`src/rtl/mem_result_scanner_pkg.sv`:
```
// rtl/mem_result_scanner_pkg.sv - shared widths, state encoding and sizing helpers for the result scanner
package mem_result_scanner_pkg;

    localparam int ADDR_W = 10;
    localparam int DISP_W = 16;

    typedef enum logic [2:0] {
        ST_IDLE  = 3'd0,
        ST_PRST  = 3'd1,
        ST_RUN   = 3'd2,
        ST_FETCH = 3'd3,
        ST_SHOW  = 3'd4,
        ST_DONE  = 3'd5
    } scan_state_t;

    // A phase counter loaded with n-1 needs $clog2(n) bits; keep at least one bit for n==1.
    function automatic int cnt_width(input int n);
        return (n > 1) ? $clog2(n) : 1;
    endfunction

    function automatic int max3(input int a, input int b, input int c);
        int m;
        m = (a > b) ? a : b;
        return (m > c) ? m : c;
    endfunction

endpackage

```
`src/rtl/mem_result_scanner_cycle_down_counter.sv`:
```
// rtl/mem_result_scanner_cycle_down_counter.sv - loadable down counter that stops at zero and flags it
module mem_result_scanner_cycle_down_counter #(
    parameter int W = 8
) (
    input  logic         i_clk,
    input  logic         i_rst,
    input  logic         i_load,
    input  logic [W-1:0] i_load_val,
    input  logic         i_en,
    output logic         o_zero
);

    logic [W-1:0] r_cnt;

    always_ff @(posedge i_clk) begin
        if (i_rst) begin
            r_cnt <= '0;
        end else if (i_load) begin
            r_cnt <= i_load_val;
        end else if (i_en && (r_cnt != '0)) begin
            r_cnt <= r_cnt - W'(1);
        end
    end

    assign o_zero = (r_cnt == '0);

endmodule

```
`src/rtl/mem_result_scanner.sv`:
```
// rtl/mem_result_scanner.sv - runs the core for a fixed window, then scans its data memory to the display
module mem_result_scanner
    import mem_result_scanner_pkg::*;
#(
    parameter int                RST_CYCLES  = 4,
    parameter int                RUN_CYCLES  = 1024,
    parameter logic [ADDR_W-1:0] ADDR_FIRST  = 10'd0,
    parameter logic [ADDR_W-1:0] ADDR_LAST   = 10'd15,
    parameter int                RD_LAT      = 2,
    parameter int                HOLD_CYCLES = 50000000
) (
    input  logic              i_clk,
    input  logic              i_rst,
    input  logic              i_start,
    input  logic              i_step,
    input  logic              i_auto_mode,
    input  logic [DISP_W-1:0] i_proc_out,
    output logic              o_proc_rst,
    output logic              o_proc_sel,
    output logic [ADDR_W-1:0] o_proc_inp,
    output logic [DISP_W-1:0] o_disp_data,
    output logic [ADDR_W-1:0] o_disp_addr,
    output logic              o_disp_valid,
    output logic              o_busy,
    output logic              o_done
);

    localparam int PH_W = cnt_width(max3(RST_CYCLES, RUN_CYCLES, RD_LAT));
    localparam int DW_W = cnt_width(HOLD_CYCLES);
    localparam logic [PH_W-1:0] PH_PRST  = PH_W'(RST_CYCLES - 1);
    localparam logic [PH_W-1:0] PH_RUN   = PH_W'(RUN_CYCLES - 1);
    localparam logic [PH_W-1:0] PH_FETCH = PH_W'(RD_LAT - 1);
    localparam logic [DW_W-1:0] DW_HOLD  = DW_W'(HOLD_CYCLES - 1);

    if (ADDR_LAST < ADDR_FIRST) begin : g_bad_range
        $error("mem_result_scanner: ADDR_LAST below ADDR_FIRST");
    end
    if (RST_CYCLES < 1 || RUN_CYCLES < 1 || RUN_CYCLES > 65535 || RD_LAT < 1 || HOLD_CYCLES < 1) begin : g_bad_count
        $error("mem_result_scanner: cycle parameter out of range");
    end

    scan_state_t       r_state;
    scan_state_t       w_state_nxt;
    logic              r_auto_prev;
    logic              r_proc_rst;
    logic              r_proc_sel;
    logic [ADDR_W-1:0] r_proc_inp;
    logic [DISP_W-1:0] r_disp_data;
    logic [ADDR_W-1:0] r_disp_addr;
    logic              r_disp_valid;
    logic              r_busy;
    logic              r_done;

    logic              w_ph_zero;
    logic              w_dw_zero;
    logic              w_ph_load;
    logic [PH_W-1:0]   w_ph_val;
    logic              w_dw_load;
    logic              w_auto_chg;
    logic              w_adv;
    logic              w_capture;
    logic              w_valid_nxt;
    logic [ADDR_W-1:0] w_inp_nxt;

    // One counter times PRST, RUN and FETCH; it is reloaded on every phase entry.
    mem_result_scanner_cycle_down_counter #(.W(PH_W)) u_phase_cnt (
        .i_clk      (i_clk),
        .i_rst      (i_rst),
        .i_load     (w_ph_load),
        .i_load_val (w_ph_val),
        .i_en       (1'b1),
        .o_zero     (w_ph_zero)
    );

    mem_result_scanner_cycle_down_counter #(.W(DW_W)) u_dwell_cnt (
        .i_clk      (i_clk),
        .i_rst      (i_rst),
        .i_load     (w_dw_load),
        .i_load_val (DW_HOLD),
        .i_en       (r_state == ST_SHOW),
        .o_zero     (w_dw_zero)
    );

    assign w_auto_chg = (i_auto_mode != r_auto_prev);
    assign w_adv      = (r_state == ST_SHOW) &&
                        (i_auto_mode ? (!w_auto_chg && w_dw_zero) : i_step);

    always_ff @(posedge i_clk) begin
        if (i_rst) begin
            r_state     <= ST_IDLE;
            r_auto_prev <= 1'b0;
        end else begin
            r_state     <= w_state_nxt;
            r_auto_prev <= i_auto_mode;
        end
    end

    always_comb begin
        w_state_nxt = r_state;
        unique case (r_state)
            ST_IDLE, ST_DONE: if (i_start)   w_state_nxt = ST_PRST;
            ST_PRST:          if (w_ph_zero) w_state_nxt = ST_RUN;
            ST_RUN:           if (w_ph_zero) w_state_nxt = ST_FETCH;
            ST_FETCH:         if (w_ph_zero) w_state_nxt = ST_SHOW;
            ST_SHOW:          if (w_adv)     w_state_nxt = (r_proc_inp == ADDR_LAST) ? ST_DONE : ST_FETCH;
            default:                         w_state_nxt = ST_IDLE;
        endcase
    end

    always_comb begin
        w_ph_load   = 1'b0;
        w_ph_val    = PH_PRST;
        w_dw_load   = 1'b0;
        w_capture   = 1'b0;
        w_valid_nxt = r_disp_valid;
        w_inp_nxt   = r_proc_inp;
        if (w_state_nxt != r_state) begin
            unique case (w_state_nxt)
                ST_PRST: begin
                    w_ph_load   = 1'b1;
                    w_ph_val    = PH_PRST;
                    w_valid_nxt = 1'b0;
                end
                ST_RUN: begin
                    w_ph_load = 1'b1;
                    w_ph_val  = PH_RUN;
                end
                ST_FETCH: begin
                    w_ph_load = 1'b1;
                    w_ph_val  = PH_FETCH;
                    w_inp_nxt = (r_state == ST_RUN) ? ADDR_FIRST : r_proc_inp + ADDR_W'(1);
                end
                ST_SHOW: begin
                    w_dw_load   = 1'b1;
                    w_capture   = 1'b1;
                    w_valid_nxt = 1'b1;
                end
                default: ;
            endcase
        end
        // Flipping auto_mode while showing restarts the dwell from the full hold time.
        if ((r_state == ST_SHOW) && (w_state_nxt == ST_SHOW) && w_auto_chg) begin
            w_dw_load = 1'b1;
        end
    end

    always_ff @(posedge i_clk) begin
        if (i_rst) begin
            r_proc_rst   <= 1'b1;
            r_proc_sel   <= 1'b0;
            r_proc_inp   <= '0;
            r_disp_data  <= '0;
            r_disp_addr  <= '0;
            r_disp_valid <= 1'b0;
            r_busy       <= 1'b0;
            r_done       <= 1'b0;
        end else begin
            r_proc_rst   <= (w_state_nxt != ST_RUN);
            r_proc_sel   <= (w_state_nxt == ST_FETCH) || (w_state_nxt == ST_SHOW) || (w_state_nxt == ST_DONE);
            r_proc_inp   <= w_inp_nxt;
            r_disp_valid <= w_valid_nxt;
            r_busy       <= (w_state_nxt == ST_PRST) || (w_state_nxt == ST_RUN) ||
                            (w_state_nxt == ST_FETCH) || (w_state_nxt == ST_SHOW);
            r_done       <= (w_state_nxt == ST_DONE);
            if (w_capture) begin
                r_disp_data <= i_proc_out;
                r_disp_addr <= r_proc_inp;
            end
        end
    end

    assign o_proc_rst   = r_proc_rst;
    assign o_proc_sel   = r_proc_sel;
    assign o_proc_inp   = r_proc_inp;
    assign o_disp_data  = r_disp_data;
    assign o_disp_addr  = r_disp_addr;
    assign o_disp_valid = r_disp_valid;
    assign o_busy       = r_busy;
    assign o_done       = r_done;

endmodule

```
`config.mk`:
```
export PLATFORM = sky130hd
export DESIGN_NAME = mem_result_scanner
export DESIGN_NICKNAME = d
export VERILOG_FILES = /design/src/rtl/mem_result_scanner_pkg.sv /design/src/rtl/mem_result_scanner_cycle_down_counter.sv /design/src/rtl/mem_result_scanner.sv
export SDC_FILE = /design/constraint.sdc
export NUM_CORES = 1
export LEC_CHECK = 0
export BUFFER_PORTS_ARGS = -buffer_cell sky130_fd_sc_hd__buf_2
export CAP_MARGIN = 20
export CORE_MARGIN = 8
export CORE_UTILIZATION = 30
export CTS_CLUSTER_SIZE = 20
export DETAILED_ROUTE_END_ITERATION = 6
export PLACE_DENSITY = 0.58
export SYNTH_ARGS = -nofsm -noshare
export SYNTH_HDL_FRONTEND = slang
export SYNTH_SLANG_ARGS = --single-unit
```
`constraint.sdc`:
```
create_clock -name i_clk -period 4.28 [get_ports i_clk]
set_input_delay 0.214 -clock i_clk [delete_from_list [all_inputs] [get_ports i_clk]]
set_output_delay 0.214 -clock i_clk [all_outputs]
set_load 0.01 [all_outputs]
```
; Word-level counts from Yosys, hierarchy flattened
; Index checks and enable logic that the tools add are counted.
[word_totals]
wordCells = 75
ram_bits = 0
output_inout_bits = 41
reg_bits = 81
mem_bits_ro = 0
latch_bits = 0
in_bits = 21
n_memories = 0
[classes]
n_shift = 0
multipliers = 0
reduce_logical = 24
n_lt_le_gt_ge = 0
n_div = 0
add_sub_neg = 3
bitwise = 0
n_eq_ne = 14
n_mux = 21
[op_table]
columns = op, count
row1 = $mux W26, 2
row2 = $mux W10, 4
row3 = $logic_not A26 Y1, 1
row4 = $reduce_bool A26 Y1, 1
row5 = $sub A26 B1 Y26 const B, 1
row6 = $pmux W10 S2, 1
row7 = $mux W3, 6
row8 = $pmux W3 S5, 1
row9 = $eq A3 B2 Y1 const B, 4
row10 = $eq A3 B3 Y1 const B, 4
row11 = $add A10 B1 Y10 const B, 1
row12 = $eq A10 B4 Y1 const B, 1
row13 = $logic_not A10 Y1, 1
row14 = $reduce_bool A10 Y1, 1
row15 = $sub A10 B1 Y10 const B, 1
row16 = $eq A3 B1 Y1 const B, 2
row17 = $mux W1, 6
row18 = $reduce_bool A2 Y1, 3
row19 = $logic_and A1 B1 Y1, 5
row20 = $logic_or A1 B1 Y1, 5
row21 = $reduce_and A2 Y1, 2
row22 = $reduce_or A2 Y1, 2
row23 = $logic_not A3 Y1, 1
row24 = $ne A3 B2 Y1 const B, 1
row25 = 5 further kinds, 5

; Depth between registers and ports, before layout
[depth]
depth_word = 12
depth_mapped = 12
mapped_depth_nobuf = 9

; Modules after synthesis
; A second synthesis with hierarchy kept.
[unflattened]
cells_unflattened = 528
hier_area_um2 = 4312.9
[modules_own_cells]
columns = mod, instances, cells_per_inst, seq_area_each_um2, area_each_um2
row1 = mem_result_scanner, 1, 255, 900.9, 2031.9
row2 = mem_result_scanner_cycle_down_counter at u_dwell_cnt, 1, 201, 520.5, 1654.1
row3 = mem_result_scanner_cycle_down_counter at u_phase_cnt, 1, 72, 200.2, 626.9

; Worst setup path after synthesis
; OpenSTA, ideal clock, no wires.
[synth_path]
kind = reg2reg
startpoint = register u_phase_cnt.r_cnt[0]
endpoint = register r_proc_inp[0], in the netlist o_proc_inp[0]
period_less_slack_ns = 2.708
setup_time_ns = 0.117
path_slack_ns = 1.572
path_stages_with_launch = 13
t_arrival_ns = 2.591
required_ns = 4.163
n_path_buf = 3
cell_sequence = dfxtp_1 inv_1 ha_1 or4b_1 buf_4 or4_1 buf_2 a22oi_2 a32oi_4 nand3_4 buf_4 xor2_1 nor2_1
[synth_between]
elab_chain_len = 5
word_cells_on_any_way = 8
classes_between = 2 x eq/ne / 4 x mux / 2 x reduce/logical
[synth_lines]
columns = element, line_no
row1 = start: declaration, mem_result_scanner_cycle_down_counter.sv:13  ; logic [W-1:0] r_cnt;
row2 = start signal: assignment, mem_result_scanner_cycle_down_counter.sv:19  ; r_cnt <= i_load_val;
row3 = start signal: assignment, mem_result_scanner_cycle_down_counter.sv:21  ; r_cnt <= r_cnt - W'(1);
row4 = $logic_not A10 Y1 (*), mem_result_scanner_cycle_down_counter.sv:25  ; assign o_zero = (r_cnt == '0);
row5 = "$mux W3, on equally long branches", "mem_result_scanner.sv:104, mem_result_scanner.sv:102, mem_result_scanner.sv:103"
row6 = $pmux W3 S5 (*), mem_result_scanner.sv:100  ; unique case (r_state)
row7 = $ne A3 B3 Y1 or $eq A3 B2 Y1 (tied branches), "mem_result_scanner.sv:117, mem_result_scanner.sv:118"
row8 = $reduce_and A2 Y1 (no source line) (*), -
row9 = end signal: assignment, mem_result_scanner.sv:160  ; r_proc_inp <= w_inp_nxt;
row10 = end: declaration, mem_result_scanner.sv:47  ; logic [ADDR_W-1:0] r_proc_inp;
; Every way passes the cells marked *; elsewhere a longest branch is shown, timed or not.
; A chain may end at the register's enable or synchronous reset.

; Worst setup path after layout
[layout_path]
startpoint = register u_phase_cnt.r_cnt[0]
endpoint = register r_proc_inp[7], in the netlist o_proc_inp[7]
; The elaborated chain is that of the path after synthesis.

==> impl_metrics.env <==
export IMPL_status="finished, final reports clean"
export IMPL_fin_cells=634
export IMPL_synthDistinctLibCells=51
export IMPL_hp_class="in2reg"
export IMPL_insertedDiodeCount=0
export IMPL_ctsResizeCount=0
export IMPL_timing_rr_start="u_phase_cnt.r_cnt[0]"
export IMPL_hold_viol=0
export IMPL_tightestPinTransition_ns=0.494
export IMPL_cts_tree="built"
export IMPL_final_layout_size_suffix_gt1_share_pct=19.5
export IMPL_finClkSkew_ns=0.00643
export IMPL_numClockSinks=81
export IMPL_ys_async_sr_fraction_pct=0
export IMPL_io_buffer_count=61
export IMPL_p_leak_nw=1.65
export IMPL_drv_cap=0
export IMPL_place_inst=617
export IMPL_critPathArrivalTime_ns=3.37
export IMPL_core_region_area_um2=11900
export IMPL_finish_utilization_pct=36.9
export IMPL_overflow=0
export IMPL_setup_tns_ns=0
export IMPL_cts_root_buf="clkbuf_16"
export IMPL_insertion_delay_ns=0.33
export IMPL_cts_setup_buffers=0
export IMPL_drc_errors=0
export IMPL_ys_ff_latch=81
export IMPL_end_kind="flop"
export IMPL_clk_pin_slew_worst_paths_ns=0.06
export IMPL_grt_antenna_before_repair=0
export IMPL_rsz0062_at_grt="false"
export IMPL_yosys_warnings=0
export IMPL_post_dp_hpwl_um=6060
export IMPL_holdPathEnd="o_disp_data[9]"
export IMPL_r2r_cells=9
export IMPL_gp_congestion=0.740
export IMPL_grt_max_degree=60
export IMPL_fin_crit_ns=3.11
export IMPL_wire_per_inst_um=13.7
export IMPL_track_usage_pct=11.2
export IMPL_fin_crit_sh_pct=72.6
export IMPL_firstDrtPassIters=4
export IMPL_area_growth_pct=21.3
export IMPL_grt_pass1_vias=3044
export IMPL_syn_area_um2=3610
export IMPL_dieHeight_um=126
export IMPL_finalMaxSlewViolations=0
export IMPL_rows=40
export IMPL_design_area_um2=4380
export IMPL_htreeDepth=3
export IMPL_ys_seq_area_share_pct=44.9
export IMPL_worst_slew_margin_rel_pct=66.9
export IMPL_synth_fp_nets=452
export IMPL_hold_start="i_proc_out[9]"
export IMPL_cp_max_fo=18
export IMPL_fmax_mhz=322
export IMPL_grt_pass1_wl_um=14700
export IMPL_synth_main_ff_cell="dfxtp_1"
export IMPL_die_area_um2=15800
export IMPL_r2r_end="o_proc_inp[7]"
export IMPL_cts_buffers=9
export IMPL_placed_area_um2=4050
export IMPL_drtIter0Drc=139
export IMPL_cp_start_kind="flop"
export IMPL_antenna_left=0
export IMPL_p_per_area_nw_per_um2=503
export IMPL_holdBufCountCts=0
export IMPL_die_w_um=126
export IMPL_finalNetCount=507
export IMPL_postSynthCellCount=427
export IMPL_finalSetupViolCount=0
export IMPL_synth_avg_cell_area_um2=8.46
export IMPL_clockBufferDepth=2
export IMPL_vias=3151
export IMPL_totalWireLength_um=8700
export IMPL_hold_depth=3
export IMPL_start_util_pct=30.5
export IMPL_crit_required_ns=4.54
export IMPL_fillCellCount=1181
export IMPL_viasPerCell=4.97
export IMPL_synth_edf_count=0
export IMPL_vdd_ir_drop_worst_uv=210
export IMPL_p_total_w=0.00220
export IMPL_path_class="reg2reg"
export IMPL_io_pins=62
export IMPL_rrSetupSlack_ns=1.17
==> through the flow <==
stage,hold WS (ns),setup slack [ns]
final,0.117,1.17
after global routing,0.118,0.950
after CTS,0.101,1.15
after detailed placement,0.444,1.15
after global placement,0.442,1.26
after floorplan,0.342,1.57
==> synthesized netlist by cell type, types with 2 or more instances <==
cell type  number  area [µm²]
a21oi_1        58         290
and3_1          2        12.5
buf_2           2        10.0
buf_4           2        15.0
clkbuf_1       16        60.1
dfxtp_1        81        1620
ha_1            4        50.1
inv_1           7        26.3
nand2_1        75         282
nand2b_1        6        37.5
nand3_1         7        35.0
nand4_1         6        37.5
nor2_1         30         113
nor2b_1         2        12.5
nor3_1         15        75.1
nor4_1          9        56.3
nor4_2          3        37.5
nor4b_1         3        26.3
o21a_1          3        22.5
o21ai_0         2        10.0
o21ai_1        11        55.1
o21ai_2         2        17.5
o31ai_1         3        22.5
or3_1           8        50.1
or4_1           8        60.1
or4b_1          2        20.0
xnor2_1        20         175
xor2_1         17         149
==> sequential cells by signal, summed over array words and instances, names as in the netlist <==
signal             flops
r_state                3
o_busy                 1
o_disp_addr           10
u_phase_cnt.r_cnt     10
u_dwell_cnt.r_cnt     26
o_disp_valid           1
o_disp_data           16
o_proc_inp            10
o_proc_sel             1
o_done                 1
r_auto_prev            1
o_proc_rst             1
==> report_power, final <==
group	total [W]	switching (W)	internal, W
Combinational	0.000516	0.000305	0.000212
Sequential	0.000890	0.0000723	0.000818
Clock	0.000797	0.000299	0.000498
Total	0.00220	0.000676	0.00153
==> critical path: stages, from the launching register on <==
cell and delay, ns:
dfxtp_1 0.31, inv_1 0.09, ha_1 0.21, or4b_1 0.67, nor3_4 0.39, o21ai_2 0.12, a32oi_4 0.32, nand3_4 0.23
or4_1 0.55, a21oi_1 0.15
==> cells by family after synthesis <==
logic type | after synthesis | share of synthesized area [%]
simple gates | 185 | 26.2
compound gates | 91 | 15.1
flops | 81 | 44.9
xor+xnor | 37 | 8.97
buf+inv | 28 | 3.19
fa+ha+maj | 4 | 1.39
mux | 1 | 0.312
==> cell type report <==
| cell class | count | area (µm²) | share of cell area [%] |
|---|---|---|---|
| Sequential cell | 81 | 1620 | 37.0 |
| Inverter | 7 | 26.3 | 0.600 |
| Timing Repair Buffer | 65 | 348 | 7.94 |
| Multi-Input combinational cell | 318 | 1890 | 43.0 |
| Clock buffer | 12 | 267 | 6.08 |
| Clock inverter | 4 | 50.0 | 1.14 |
| Tap cell | 147 | 184 | 4.20 |
==> cell usage in the layout (no fill, tap or decap), drive strengths merged, types with 2 or more instances in the layout <==
cell / synthesis / routed
xnor2: 20 / 20
a22oi: 2 / 2
nor2b: 2 / 2
nand4: 6 / 6
and3: 2 / 2
nand2b: 6 / 6
a21oi: 58 / 58
clkinvlp: 0 / 2
nand3: 8 / 8
or4b: 2 / 2
nor4: 12 / 12
buf: 5 / 65
clkbuf: 16 / 12
a32oi: 2 / 2
nand2: 76 / 76
o21ai: 15 / 15
xor2: 17 / 17
nor2: 30 / 30
or4: 8 / 8
nor3: 16 / 16
o31ai: 3 / 3
dfxtp: 81 / 81
a31oi: 2 / 2
o21a: 3 / 3
ha: 4 / 4
nor4b: 3 / 3
inv: 7 / 7
or3: 8 / 8
==> metal layers <==
| metal | vias up | global-route usage, % | wire length, µm |
|---|---|---|---|
| li1 | 1609 | - | - |
| met1 | 1473 | 13.7 | 4150 |
| met2 | 57 | 17.9 | 4010 |
| met3 | 12 | 2.57 | 365 |
| met4 | 0 | 6.58 | 177 |
| met5 | - | 0 | 0 |
==> worst max path at each step <==
stage | startpoint | to | slack, ns | depth (start not counted)
floorplan | u_phase_cnt.r_cnt[0] | o_proc_inp[0] | 1.57 | 12
global placement | u_phase_cnt.r_cnt[0] | o_proc_inp[7] | 1.26 | 9
detailed placement | u_phase_cnt.r_cnt[0] | o_proc_inp[7] | 1.15 | 9
CTS | u_phase_cnt.r_cnt[0] | o_proc_inp[7] | 1.15 | 9
global route | u_phase_cnt.r_cnt[0] | o_proc_inp[7] | 0.95 | 9
finish | u_phase_cnt.r_cnt[0] | o_proc_inp[7] | 1.17 | 9
No activity file was read; power rests on OpenSTA's default activity.
